===== src/rtl/uart_pkg.sv =====
// rtl/uart_pkg.sv - shared UART definitions: state encoding, bit-period and frame-length helpers.
package uart_pkg;

  typedef enum logic [1:0] {
    IDLE  = 2'd0,
    START = 2'd1,
    DATA  = 2'd2,
    STOP  = 2'd3
  } uart_state_e;

  function automatic int unsigned calc_t_baud(input int unsigned f_mhz, input int unsigned baud);
    return (f_mhz * 32'd1000000) / baud;
  endfunction

  function automatic int unsigned frame_len(input int unsigned n_bits);
    return n_bits + 32'd2;
  endfunction

endpackage


===== src/rtl/uart_baud_cnt.sv =====
// rtl/uart_baud_cnt.sv - bit-period cycle counter, counts 0..T_BAUD-1 and wraps; tick on the last cycle.
module uart_baud_cnt #(
  parameter int unsigned T_BAUD = 4
) (
  input  logic clk,
  input  logic rst_n,
  input  logic clr,
  input  logic en,
  output logic tick
);

  localparam int unsigned W = (T_BAUD > 1) ? $clog2(T_BAUD) : 1;
  localparam logic [W-1:0] LAST = W'(T_BAUD - 1);

  logic [W-1:0] r_cnt;

  always_ff @(posedge clk or negedge rst_n) begin
    if (!rst_n) begin
      r_cnt <= '0;
    end else if (clr) begin
      r_cnt <= '0;
    end else if (en) begin
      r_cnt <= (r_cnt == LAST) ? '0 : r_cnt + 1'b1;
    end
  end

  assign tick = (r_cnt == LAST);

endmodule


===== src/rtl/uart_tx.sv =====
// rtl/uart_tx.sv - UART transmitter: one-entry holding register, 8N1-style framing, back-to-back frames.
module uart_tx
  import uart_pkg::*;
#(
  parameter int n         = 8,
  parameter int f_MHz     = 50,
  parameter int baud_rate = 9600
) (
  input  logic         clk,
  input  logic         rst_n,
  input  logic         send_req,
  input  logic [n-1:0] d_in,
  output logic         ready,
  output logic         TX,
  output logic         busy,
  output logic         send_done
);

  localparam int unsigned T_BAUD = calc_t_baud(f_MHz, baud_rate);
  localparam int BW = $clog2(n + 1);
  localparam logic [BW-1:0] LAST_BIT = BW'(n - 1);

  generate
    if (T_BAUD < 2) begin : g_bad_baud
      $error("uart_tx: T_baud must be >= 2");
    end
  endgenerate

  uart_state_e r_state, w_next;
  logic [n-1:0]  r_hold, r_shift;
  logic          r_hold_full, r_tx;
  logic [BW-1:0] r_bit;
  logic          w_tick, w_load, w_accept;

  uart_baud_cnt #(.T_BAUD(T_BAUD)) u_baud (
    .clk  (clk),
    .rst_n(rst_n),
    .clr  (r_state == IDLE),
    .en   (1'b1),
    .tick (w_tick)
  );

  assign w_accept = send_req && !r_hold_full;

  // w_load marks entry to START: shifter loads and the holding register drains on that edge
  always_comb begin
    w_next = r_state;
    w_load = 1'b0;
    case (r_state)
      IDLE: if (r_hold_full) begin
        w_next = START;
        w_load = 1'b1;
      end
      START: if (w_tick) w_next = DATA;
      DATA:  if (w_tick && r_bit == LAST_BIT) w_next = STOP;
      STOP: if (w_tick) begin
        if (r_hold_full) begin
          w_next = START;
          w_load = 1'b1;
        end else begin
          w_next = IDLE;
        end
      end
      default: w_next = IDLE;
    endcase
  end

  always_ff @(posedge clk or negedge rst_n) begin
    if (!rst_n) r_state <= IDLE;
    else        r_state <= w_next;
  end

  always_ff @(posedge clk or negedge rst_n) begin
    if (!rst_n) begin
      r_hold      <= '0;
      r_hold_full <= 1'b0;
    end else if (w_load) begin
      r_hold_full <= 1'b0;
    end else if (w_accept) begin
      r_hold      <= d_in;
      r_hold_full <= 1'b1;
    end
  end

  always_ff @(posedge clk or negedge rst_n) begin
    if (!rst_n) begin
      r_shift <= '0;
      r_bit   <= '0;
      r_tx    <= 1'b1;
    end else if (w_load) begin
      r_shift <= r_hold;
      r_bit   <= '0;
      r_tx    <= 1'b0;
    end else if (w_tick) begin
      case (r_state)
        START: begin
          r_tx    <= r_shift[0];
          r_shift <= r_shift >> 1;
          r_bit   <= '0;
        end
        DATA: begin
          if (r_bit == LAST_BIT) begin
            r_tx <= 1'b1;
          end else begin
            r_tx    <= r_shift[0];
            r_shift <= r_shift >> 1;
            r_bit   <= r_bit + 1'b1;
          end
        end
        default: r_tx <= 1'b1;
      endcase
    end
  end

  assign ready     = !r_hold_full;
  assign TX        = r_tx;
  assign busy      = (r_state != IDLE);
  assign send_done = (r_state == STOP) && w_tick;

endmodule


===== config.mk =====
export PLATFORM = sky130hd
export DESIGN_NAME = uart_tx
export DESIGN_NICKNAME = d
export VERILOG_FILES = /design/src/rtl/uart_pkg.sv /design/src/rtl/uart_baud_cnt.sv /design/src/rtl/uart_tx.sv
export SDC_FILE = /design/constraint.sdc
export NUM_CORES = 1
export LEC_CHECK = 0
export BUFFER_PORTS_ARGS = -buffer_cell sky130_fd_sc_hd__buf_2
export CELL_PAD_IN_SITES_DETAIL_PLACEMENT = 2
export CELL_PAD_IN_SITES_GLOBAL_PLACEMENT = 2
export CORE_ASPECT_RATIO = 0.5
export CORE_UTILIZATION = 34
export DETAILED_ROUTE_END_ITERATION = 8
export PLACE_DENSITY = 0.85
export SETUP_SLACK_MARGIN = 0.2
export SLEW_MARGIN = 20
export SYNTH_ARGS = -nofsm -noshare
export SYNTH_HDL_FRONTEND = slang
export SYNTH_SLANG_ARGS = --single-unit

===== constraint.sdc =====
create_clock -name clk -period 1.75 [get_ports clk]
set_input_delay 0.175 -clock clk [delete_from_list [all_inputs] [get_ports clk]]
set_output_delay 0.175 -clock clk [all_outputs]
set_load 0.01 [all_outputs]

==> impl_metrics.toml <==
[run_status]
status = "complete, but fails checks"
violations = "negative setup slack"

[floorplan]
die_height_um = 55.25
fp.dieW_um = 108.5
initial_core_util_pct = 37.22
top_level_ports = 15
core_sq_um = 5180
dieArea_sq_um = 5994
num_rows = 18

[pwr]
leakagePower_nw = 1.154
p_int_mw = 2.650
pwr-share-clk_pct = 22.0
p_switching_mw = 1.928
powerDensity_nw_per_um2 = 1681
netSwitchingFraction_pct = 42.11
totalPowerFinal_mw = 4.578
irDropWorstVdd_v = 0.0007601
comb_power_share_pct = 46.8
sequentialPowerShare_pct = 31.2

[finish]
syn2layout_area_growth_pct = 41.27
fillCellCount = 514
final_nets = 261
multi_input_area_sq_um = 1090
final_cell_mix = "buf_4 (33), dfrtp_1 (32), nor2_1 (19)"
ff_latch_area_sq_um = 932.1
layout_commonest_cell = "buf_4"
drive_gt1_share_pct = 43.85
utilization_pct = 52.58

[synthesis]
seq_area_frac_synth_pct = 48.09
synth_warnings = 0
synth_nets = 208
synthDistinctLibCells = 41
synth_seq_cells = 37
synth_top_cell_by_area = "dfrtp_1"
avgSynthCellArea_sq_um = 10.15
synth_area_leaders = "dfrtp_1 (47%), mux2_2 (5.3%), ha_1 (4.5%), nor2_1 (3.9%), o21ai_0 (3.9%)"
syn_area_sq_um = 1928
synth_ff_type = "dfrtp_1"
async_flop_share_pct = 100.0
syn_inst = 190
yosysTopAreaCellShare_pct = 46.72
synth_edf_count = 0

[sta]
worst_slack_ns = -0.2713
finalCriticalPeriod_ns = 2.021
finalCritPeriodShare_pct = 115.5
skew_ns = 0.006570
holdWs_ns = 0.1220
max_slew_margin_pct = 66.94
timing.fmax_ghz = 0.4947
setup-tns-final_ns = -1.514
hold_violations = 0
setup_viol = 17
drv_slew = 0
grt_setup_unrepaired = "yes"
worstMarginPinSlew_ns = 0.4959

[detailed_routing]
drtIter0Drc = 89
ant_nets = 0
vias = 1910
wl_mm = 9.231
dr.pass1.iters = 4
wl_per_cell_um = 29.30
drc = 0
viasPerCell = 6.063

[setup_path]
critical_path.startpoint = "u_baud.r_cnt[0]$_DFF_PN0_"
r2r_start = "u_baud.r_cnt[0]$_DFF_PN0_"
endpoint_kind = "flop"
crit_required_ns = 1.91
cp_max_fo = 12
critPathLaunchType = "flop"
arrival_ns = 2.19
crit_type = "reg -> reg"

[run]
maxCapViolCount = 0

[clocking]
cts_tree = "yes"
clkTransAtPathRegs_ns = 0.06
cts.sinks = 37
clock-root-buffer = "clkbuf_16"
clock_latency_ns = 0.30
htreeDepth = 2
cts_buffers = 5
clock_path_buffers = 2

[worst_hold_path]
hp-start = "d_in[2]"
hold_class = "in -> reg"

[placement]
io_buffers = 14
gp_congestion = 0.8207
dp_hpwl_mm = 4.375

[global_route]
grt_pass1_wl_mm = 13.07
antenna_found_initial = 1
overflow = 0
grt_max_degree = 21
track_usage_pct = 30.89
grt_pass1_vias = 2065
==> cells in the mapped netlist (2+ instances only) <==
library cell and count:
buf_2 2, nand3b_1 8, nor4_1 4, or4_1 2, nand4_1 2, nor3_1 8, o21ai_0 15, nand2b_1 3
nand4b_1 2, nor2_1 20, xor2_1 2, a41o_2 2, mux2_2 9, nand3_1 8, o211ai_1 2, buf_1 2
a31oi_1 9, clkbuf_1 5, dfrtp_1 36, nand2_1 7, xnor2_1 8, inv_1 7, a21oi_1 3, ha_1 7
==> critical path, stage by stage (launching register included) <==
cell and delay, ns:
dfrtp_1 0.39, ha_2 0.21, and4bb_4 0.30, and3_4 0.22
buf_8 0.10, buf_4 0.19, nor2_1 0.07, a311oi_1 0.40
==> area by class of cell <==
| class | count | area share [%] |
|---|---|---|
| diodes | 1 | 0.09187 |
| clock buffers | 7 | 5.604 |
| inverters | 7 | 1.057 |
| multi-input cells | 137 | 40.01 |
| flip-flops and latches | 37 | 34.22 |
| well taps | 70 | 3.215 |
| repair buffers | 55 | 15.62 |
| clock inverters | 1 | 0.1837 |
==> power groups by stage <==
stage	sequential, mW	combinational, mW	clock [mW]
4_1_cts	1.35	1.94	0.993
2_1_floorplan	1.28	1.07	0
6_report	1.43	2.14	1.01
3_3_place_gp	1.31	1.47	0
5_1_grt	1.42	2.25	1.05
3_5_place_dp	1.33	1.63	0
==> metal layers <==
metal | global-route usage (%) | vias to the layer above | routed length, um
met1 | 38.43 | 1021 | 4044
met2 | 50.00 | 65 | 4454
met4 | 17.18 | 0 | 362
met3 | 6.494 | 30 | 369
li1 | - | 794 | -
met5 | 0 | - | 0
==> stage by stage <==
stage / instances / cell area, sq um / worst slack, ns
after floorplan: 190 / 1987 / -0.04405
after CTS: 310 / 2645 / -0.1338
after global routing: 315 / 2724 / -0.3182
final: 315 / 2724 / -0.2713
after detailed placement: 286 / 2241 / -0.03028
after global placement: 286 / 2241 / 0.05371
==> kinds of logic (layout without fill, tap and decap cells) <==
| family | Yosys count | count (layout) | synth area share, % |
|---|---|---|---|
| other cells | 0 | 1 | 0 |
| mux | 9 | 9 | 5.256 |
| compound gates | 37 | 37 | 12.13 |
| simple gates | 74 | 74 | 22.19 |
| xor+xnor | 10 | 10 | 4.543 |
| buf+inv | 16 | 70 | 3.245 |
| flops | 37 | 37 | 48.09 |
| fa+ha+maj | 7 | 7 | 4.542 |
==> sequential cells by signal (all words and copies together), names as in the netlist <==
name / count
u_baud.r_cnt: 13
TX: 1
r_hold: 8
r_shift: 8
r_hold_full: 1
r_state: 2
r_bit: 4
==> worst paths after layout <==
| kind | end | slack, ns | cells past startpoint |
|---|---|---|---|
| min | r_hold[2]$_DFFE_PN0P_ | 0.12 | 2 |
| max in group asynchronous | TX$_DFFE_PN1P_ | 0.81 | 3 |
| max reg2reg | TX$_DFFE_PN1P_ | -0.27 | 7 |
| min reg2reg | r_hold[5]$_DFFE_PN0P_ | 0.55 | 1 |
| max | TX$_DFFE_PN1P_ | -0.27 | 7 |
| min in group asynchronous | r_shift[1]$_DFFE_PN0P_ | 0.37 | 2 |
==> what timing repair did <==
item | 4_1_cts | 5_1_grt
endpoints found under the hold margin | 17 | 0
buffers inserted | 14 | 4
endpoints found under the setup margin | 30 | 29
pin swaps | 6 | 2
hold buffers | 1 | 0
resized for setup | 30 | 11
cloned | 1 | 0
(Power assumes the default switching activity.)
